### src/rtl/mux_scan.sv
`default_nettype none
// ============================================================================
// mux_scan : registered N-channel mux, manual select or auto-scan with dwell.
//            Optional channel mask enabled by defining MUX_SCAN_CH_MASK_EN.
// Revision : 1.0  initial release
// ============================================================================
module mux_scan #(
  parameter int WIDTH = 1,
  parameter int NCH   = 4,
  parameter int SELW  = 2,
  parameter int DWELL = 8
) (
  input  logic                 clk,
  input  logic                 rst,
  input  logic                 mode,
  input  logic                 pause,
  input  logic [SELW-1:0]      sel,
  input  logic [NCH*WIDTH-1:0] in,
`ifdef MUX_SCAN_CH_MASK_EN
  input  logic [NCH-1:0]       ch_mask,
`endif
  output logic [WIDTH-1:0]     out,
  output logic [SELW-1:0]      cur_ch,
  output logic                 wrap,
  output logic                 err
);

  localparam int              C_CNTW = (DWELL > 1) ? $clog2(DWELL) : 1;
  localparam logic [C_CNTW-1:0] C_LAST = C_CNTW'(DWELL - 1);

  typedef enum logic [0:0] {
    S_MANUAL = 1'b0,
    S_SCAN   = 1'b1
  } state_t;

  state_t              state_q, state_d;
  logic [WIDTH-1:0]    out_q, out_d;
  logic [SELW-1:0]     cur_ch_q, cur_ch_d;
  logic [C_CNTW-1:0]   cnt_q, cnt_d;
  logic                wrap_q, wrap_d;
  logic                err_q, err_d;

  logic [NCH-1:0]      ch_en;
  logic                any_en;
  logic                sel_valid;
  logic [WIDTH-1:0]    sel_data;
  logic [WIDTH-1:0]    cur_data;
  logic                nxt_found;
  logic [SELW-1:0]     nxt_idx;
  int                  j;

`ifdef MUX_SCAN_CH_MASK_EN
  assign ch_en = ch_mask;
`else
  assign ch_en = '1;
`endif

  assign any_en = |ch_en;

  // A select is valid only if it names an existing, enabled channel.
  always_comb begin
    sel_valid = 1'b0;
    sel_data  = '0;
    cur_data  = '0;
    for (int k = 0; k < NCH; k++) begin
      if (sel == SELW'(k)) begin
        sel_valid = ch_en[k];
        sel_data  = in[k*WIDTH +: WIDTH];
      end
      if (cur_ch_q == SELW'(k)) begin
        cur_data = in[k*WIDTH +: WIDTH];
      end
    end
  end

  // First enabled channel after cur_ch, searching modulo NCH.
  always_comb begin
    nxt_found = 1'b0;
    nxt_idx   = cur_ch_q;
    j         = 0;
    for (int i = 1; i <= NCH; i++) begin
      j = int'(cur_ch_q) + i;
      if (j >= NCH) begin
        j = j - NCH;
      end
      for (int k = 0; k < NCH; k++) begin
        if (!nxt_found && (j == k) && ch_en[k]) begin
          nxt_found = 1'b1;
          nxt_idx   = SELW'(k);
        end
      end
    end
  end

  always_comb begin
    state_d  = mode ? S_SCAN : S_MANUAL;
    out_d    = out_q;
    cur_ch_d = cur_ch_q;
    cnt_d    = cnt_q;
    wrap_d   = 1'b0;
    err_d    = 1'b0;
    if (!mode) begin
      cnt_d = '0;
      if (sel_valid) begin
        cur_ch_d = sel;
        out_d    = sel_data;
      end else begin
        err_d = 1'b1;
      end
    end else if (any_en) begin
      out_d = cur_data;
      if (state_q == S_MANUAL) begin
        cnt_d = '0;
      end else if (!pause) begin
        if (cnt_q == C_LAST) begin
          cnt_d    = '0;
          cur_ch_d = nxt_idx;
          wrap_d   = (nxt_idx < cur_ch_q);
        end else begin
          cnt_d = cnt_q + 1'b1;
        end
      end
    end
  end

  always_ff @(posedge clk or posedge rst) begin
    if (rst) begin
      state_q  <= S_MANUAL;
      out_q    <= '0;
      cur_ch_q <= '0;
      cnt_q    <= '0;
      wrap_q   <= 1'b0;
      err_q    <= 1'b0;
    end else begin
      state_q  <= state_d;
      out_q    <= out_d;
      cur_ch_q <= cur_ch_d;
      cnt_q    <= cnt_d;
      wrap_q   <= wrap_d;
      err_q    <= err_d;
    end
  end

  assign out    = out_q;
  assign cur_ch = cur_ch_q;
  assign wrap   = wrap_q;
  assign err    = err_q;

endmodule
`default_nettype wire

### config.mk
export PLATFORM = sky130hd
export DESIGN_NAME = mux_scan
export DESIGN_NICKNAME = d
export VERILOG_FILES = /design/src/rtl/mux_scan.sv
export SDC_FILE = /design/constraint.sdc
export NUM_CORES = 1
export LEC_CHECK = 0
export ABC_CLOCK_PERIOD_IN_PS = 4130
export CAP_MARGIN = 20
export CORE_AREA = 8 8 45 47
export CTS_CLUSTER_SIZE = 14
export DETAILED_ROUTE_END_ITERATION = 12
export DIE_AREA = 0 0 53 55
export MAX_ROUTING_LAYER = met4
export PLACE_DENSITY_LB_ADDON = 0.05
export SLEW_MARGIN = 25
export SYNTH_ARGS = -nofsm -noshare
export SYNTH_HDL_FRONTEND = slang
export SYNTH_SLANG_ARGS = --single-unit
### constraint.sdc
create_clock -name clk -period 4.13 [get_ports clk]
set_clock_uncertainty 0.2 [all_clocks]
set_input_delay 0.826 -clock clk [delete_from_list [all_inputs] [get_ports clk]]
set_output_delay 0.826 -clock clk [all_outputs]
set_load 0.02 [all_outputs]
# After elaboration in Yosys (flattened, before gate mapping)
# Index checks and enable logic that the tools add are counted.
[op_classes] n_shift=0 n_lt_le_gt_ge=5 addsub=9 bitwise_logic=0 eq_ne=23 n_div=0 multipliers=0 muxes=65 reduce_logical=38
[op_table] cell="== test 32 x 3 -> 1 bit, second input constant" count=8
[op_table] cell="== test 32 x 2 -> 1 bit, second input constant" count=4
[op_table] cell="zero test 32 bit" count=4
[op_table] cell="two-way mux 32 bit" count=4
[op_table] cell="two-way mux 2 bit" count=21
[op_table] cell="two-way mux 1 bit" count=36
[op_table] cell="logical AND 1 bit" count=15
[op_table] cell="zero test 1 bit" count=15
[op_table] cell="two-way mux 3 bit" count=4
[op_table] cell="subtractor 3 x 3 -> 4 bit, second input constant" count=3
[op_table] cell="greater-or-equal comparator 3 bit, second input constant" count=3
[op_table] cell="== test 2 bit, second input constant" count=4
[op_table] cell="adder 2 x 2 -> 3 bit, second input constant" count=2
[op_table] cell="subtractor 4 x 3 -> 5 bit, second input constant" count=1
[op_table] cell="adder 2 x 3 -> 4 bit, second input constant" count=1
[op_table] cell="== test 2 x 1 -> 1 bit, second input constant" count=2
[op_table] cell="greater-or-equal comparator 4 x 3 -> 1 bit, second input constant" count=1
[op_table] cell="zero test 2 bit" count=2
[op_table] cell="inequality test 2 x 1 -> 1 bit, second input constant" count=2
[op_table] cell="AND reduction 4 bit" count=1
[op_table] cell="adder 2 x 1 -> 3 bit, second input constant" count=1
[op_table] cell="adder 3 x 1 -> 3 bit, second input constant" count=1
[op_table] cell="== test 3 bit, second input constant" count=1
[op_table] cell="inequality test 3 bit, second input constant" count=1
[op_table] cell="other kinds (3)" count=3
[word_totals] ramBits=0 elab_cells=146 latch_bits=0 mem_bits_ro=0 n_memories=0 regBits=9

# Depth between registers and ports, before layout
[logic_depth] ltp_word=55 ltp_mapped=5

# Worst setup path before layout
# No wires, ideal clock.
[synth_path] kind="input-to-reg" startpoint="input port sel[0]" endpoint="register out_q, in the netlist out" path_slack_ns=2.341 n_path_buf=0 required_time_ns=3.796 setup_time_ns=0.134 arrival_time_ns=1.456 cell_stages=3 cell_sequence="mux4_1 > nand2_1 > o21ai_1"
[synth_via] elab_chain_cells=7
[synth_lines] item="from (decl)" line_no="17" rtl="input logic [SELW-1:0] sel,"
[synth_lines] item="zero test 2 bit" line_no="66" rtl="if (sel == SELW'(k)) begin"
[synth_lines] item="two-way mux 1 bit (4 in series)" line_no="66"
[synth_lines] item="two-way mux 1 bit" line_no="104" rtl="if (sel_valid) begin"
[synth_lines] item="two-way mux 1 bit" line_no="102" rtl="if (!mode) begin"
[synth_lines] item="to (signal assigned)" line_no="136" rtl="out_q <= out_d;"
[synth_lines] item="to (decl)" line_no="37" rtl="logic [WIDTH-1:0] out_q, out_d;"
# Several ways; a longest one is shown, not always the timed one. The select of a mux whose other input is x is not followed.
# A chain may end at the register's enable or synchronous reset.

# Worst setup path after layout
[layout_path] startpoint="register cur_ch_q[1], in the netlist cur_ch[1]" endpoint="output port cur_ch[1]"
[layout_lines] item="from (decl)" line_no="38" rtl="logic [SELW-1:0] cur_ch_q, cur_ch_d;"
[layout_lines] item="from (signal assigned)" line_no="137" rtl="cur_ch_q <= cur_ch_d;"
[layout_lines] item="to (decl)" line_no="23" rtl="output logic [SELW-1:0] cur_ch,"
# No word-level cell between the ends.

==> run summary <==
Arrival time at the worst endpoint = 1.34 ns
Synth Area in Simple Gates = 13.7%
Final period util = 57.3%
Yosys top cell by area = dfrtp_1
Pre-CTS WS = 1.79 ns
Initial Util = 36.9%
# Post-CTS Setup Buffers = 0
CTS tree = done
Total gr overflow = 0
Post-DP HPWL = 854 um
Area contributors post-synth = dfrtp_1 44%, ha_1 17%, mux4_1 5.1%
Core area = 1380 um2
Highest clock rate = 0.422 GHz
P_leak = 0.337 nW
Clk buf depth = 2
Worst setup SP type = flop
Root Buffer = clkbuf_4
Max-slew violations = 0
Syn-to-layout area delta = 36.5%
Vias in the first global route = 493
Worst-Skew Late Latency = 0.26 ns
Maximum vdd drop = 0.0000992 V
Post-synthesis cell type count = 21
Initial drt markers = 1
Critical Path Sink = cur_ch[1]
Final WS setup = 1.76 ns
Critical path type = flop to output port
Synth Cell Area = 510 um2
Minimum clock period = 2.37 ns
Post_cts resized = 0
First-pass GRT wire length = 1.93 mm
Buf/Inv on CP = 1
Worst path cell trace = clkdlybuf4s50_1
Setup crit start = cur_ch[1]$_DFFE_PP0P_
GP Congestion = 0.693
Main synth FF type = dfrtp_1
Design Area, Final = 697 um2
Hold Vio Cnt, Final = 0
ANT nets after route = 0
Post-CTS Hold Buffers = 0
Worst-path clk slew = 0.06 ns
Die area = 2920 um2
Status = finished clean
Synth async-reset ratio = 100%
Worst path depth = 1
Final setup fails = 0
Critical Path End Type = output port
Mapped Nets = 64
First-pass iteration count of the detailed router = 4
Max-cap violation count = 0
Setup_tns = 0 ns
Final net count = 83
Type of the most critical hold path = flop to flop
Layout cells sized above 1 = 4.62%
Fin util = 50.4%
Yosys Warn Count = 0
Adder-Cell Fraction of Synth Area = 17.2%
Initial antenna violation count = 0
Die X = 53 um
GRT Total Usage = 9.24%
Worst reg2reg path depth = 5
Synthesized flop and latch total = 9
Worst R2R End = out$_DFFE_PP0N_
Via/cell ratio = 4.86
IO Pins = 15
Post-Synth XOR/XNOR Area = 0%
WP data required = 3.10 ns
Port Buf Inserts = 14
Placed inst area = 671 um2
Via count = 394
DRC violations left = 0
Fraction of synthesized area in multiplexers = 9.07%
Crit Path Max Fanout = 6
Yosys top cell area share = 44.1%
CTS sink count = 9
Pin count of the biggest net entering global routing = 10
Rows = 14
CP top delay family = buffers and inverters
Slowest-stage cell, CP = clkdlybuf4s50_1
Largest family of logic cells by synthesized area = adder cells
Max H-tree Level = 1
Max incr delay on CP = 0.64 ns
Synthesized instance count = 47
Register area share after synthesis = 44.1%
R2R Setup Slk = 2.30 ns
# diodes = 0
Synthesized area per cell = 10.9 um2
RSZ-0062 raised after global routing = false
Power per cell area = 299 nW/um2
Die Ht = 55 um
Drt total wl = 1.07 mm
WL per Instance = 13.2 um
Compound-cell area share of the yosys netlist = 11.5%
Total CTS buffers = 3
Reg2reg start = cur_ch[0]$_DFFE_PP0P_
Post-synth EDFFs = 0
-- registers in the layout, summed over array words and instances, names as in the netlist --
register and cells:
state_q 1, cur_ch 2, cnt_q 3, wrap 1, err 1, out 1
-- synthesized netlist by cell type, types with 2 or more instances --
library cell	count
inv_1	5
a21oi_1	3
ha_1	7
nand2_1	2
mux2i_1	2
nor2_1	5
dfrtp_1	9
-- placed cells by master (no fill, tap or decap), drive strengths merged --
cell	instances
mux2i	2
conb	1
a31oi	1
a2111oi	1
nand2b	1
nor3	1
o21ai	1
o31ai	1
nor4bb	1
and3b	1
ha	7
a21oi	3
nor2	5
nor2b	1
clkbuf	4
nand2	2
inv	5
mux4	1
clkdlybuf4s50	14
a22oi	1
dfrtp	9
o311ai	1
nand3b	1
-- how the worst min path moves through the flow --
stage	endpoint	startpoint	slack, ns	depth (start not counted)
4_1_cts	cnt_q[2]$_DFFE_PP0P_	cnt_q[2]$_DFFE_PP0P_	0.35	2
5_1_grt	cnt_q[0]$_DFFE_PP0P_	cnt_q[0]$_DFFE_PP0P_	0.39	2
3_3_place_gp	cnt_q[2]$_DFFE_PP0P_	cnt_q[2]$_DFFE_PP0P_	0.33	2
6_report	cnt_q[2]$_DFFE_PP0P_	cnt_q[2]$_DFFE_PP0P_	0.34	2
2_1_floorplan	cnt_q[2]$_DFFE_PP0P_	cnt_q[2]$_DFFE_PP0P_	0.30	2
3_5_place_dp	cnt_q[2]$_DFFE_PP0P_	cnt_q[2]$_DFFE_PP0P_	0.33	2
-- logic make-up after synthesis --
logic type,count (synthesis)
AND/OR/NAND/NOR,13
AO/OA/AOI/OAI,9
flip-flops,9
adder cells (fa/ha/maj),7
buffers and inverters,5
multiplexers,3
other,1
-- per-stage QoR --
| stage | instances | hold slack [ns] | power, mW |
|---|---|---|---|
| 5_1_grt | 81 | 0.391 | 0.221 |
| 4_1_cts | 81 | 0.347 | 0.212 |
| 3_5_place_dp | 77 | 0.332 | 0.144 |
| 3_3_place_gp | 77 | 0.326 | 0.144 |
| 2_1_floorplan | 47 | 0.296 | 0.120 |
| 6_report | 81 | 0.340 | 0.208 |
-- layout make-up --
class / count / area (um2)
Sequential cell: 9 / 225
Inverter: 5 / 18.8
Fill cell: 145 / 687
Tap cell: 16 / 20.0
Timing Repair Buffer: 14 / 140
Multi-Input combinational cell: 33 / 267
Clock buffer: 4 / 26.3
-- per-layer routing --
layer / track usage (%) / vias to the layer above / wire [um]
li1: - / 202 / -
met5: - / - / 0
met3: 3.48 / 2 / 65
met1: 8.98 / 179 / 505
met4: 6.47 / 0 / 11
met2: 15.0 / 11 / 491
-- where the power goes --
| group | leakage, nW | switching (mW) | internal [mW] |
|---|---|---|---|
| clock network | 0.0150 | 0.0297 | 0.0372 |
| logic | 0.208 | 0.0214 | 0.0235 |
| registers | 0.114 | 0.00384 | 0.0929 |
| total | 0.337 | 0.0549 | 0.154 |
No activity file was read; power rests on OpenSTA's default activity.
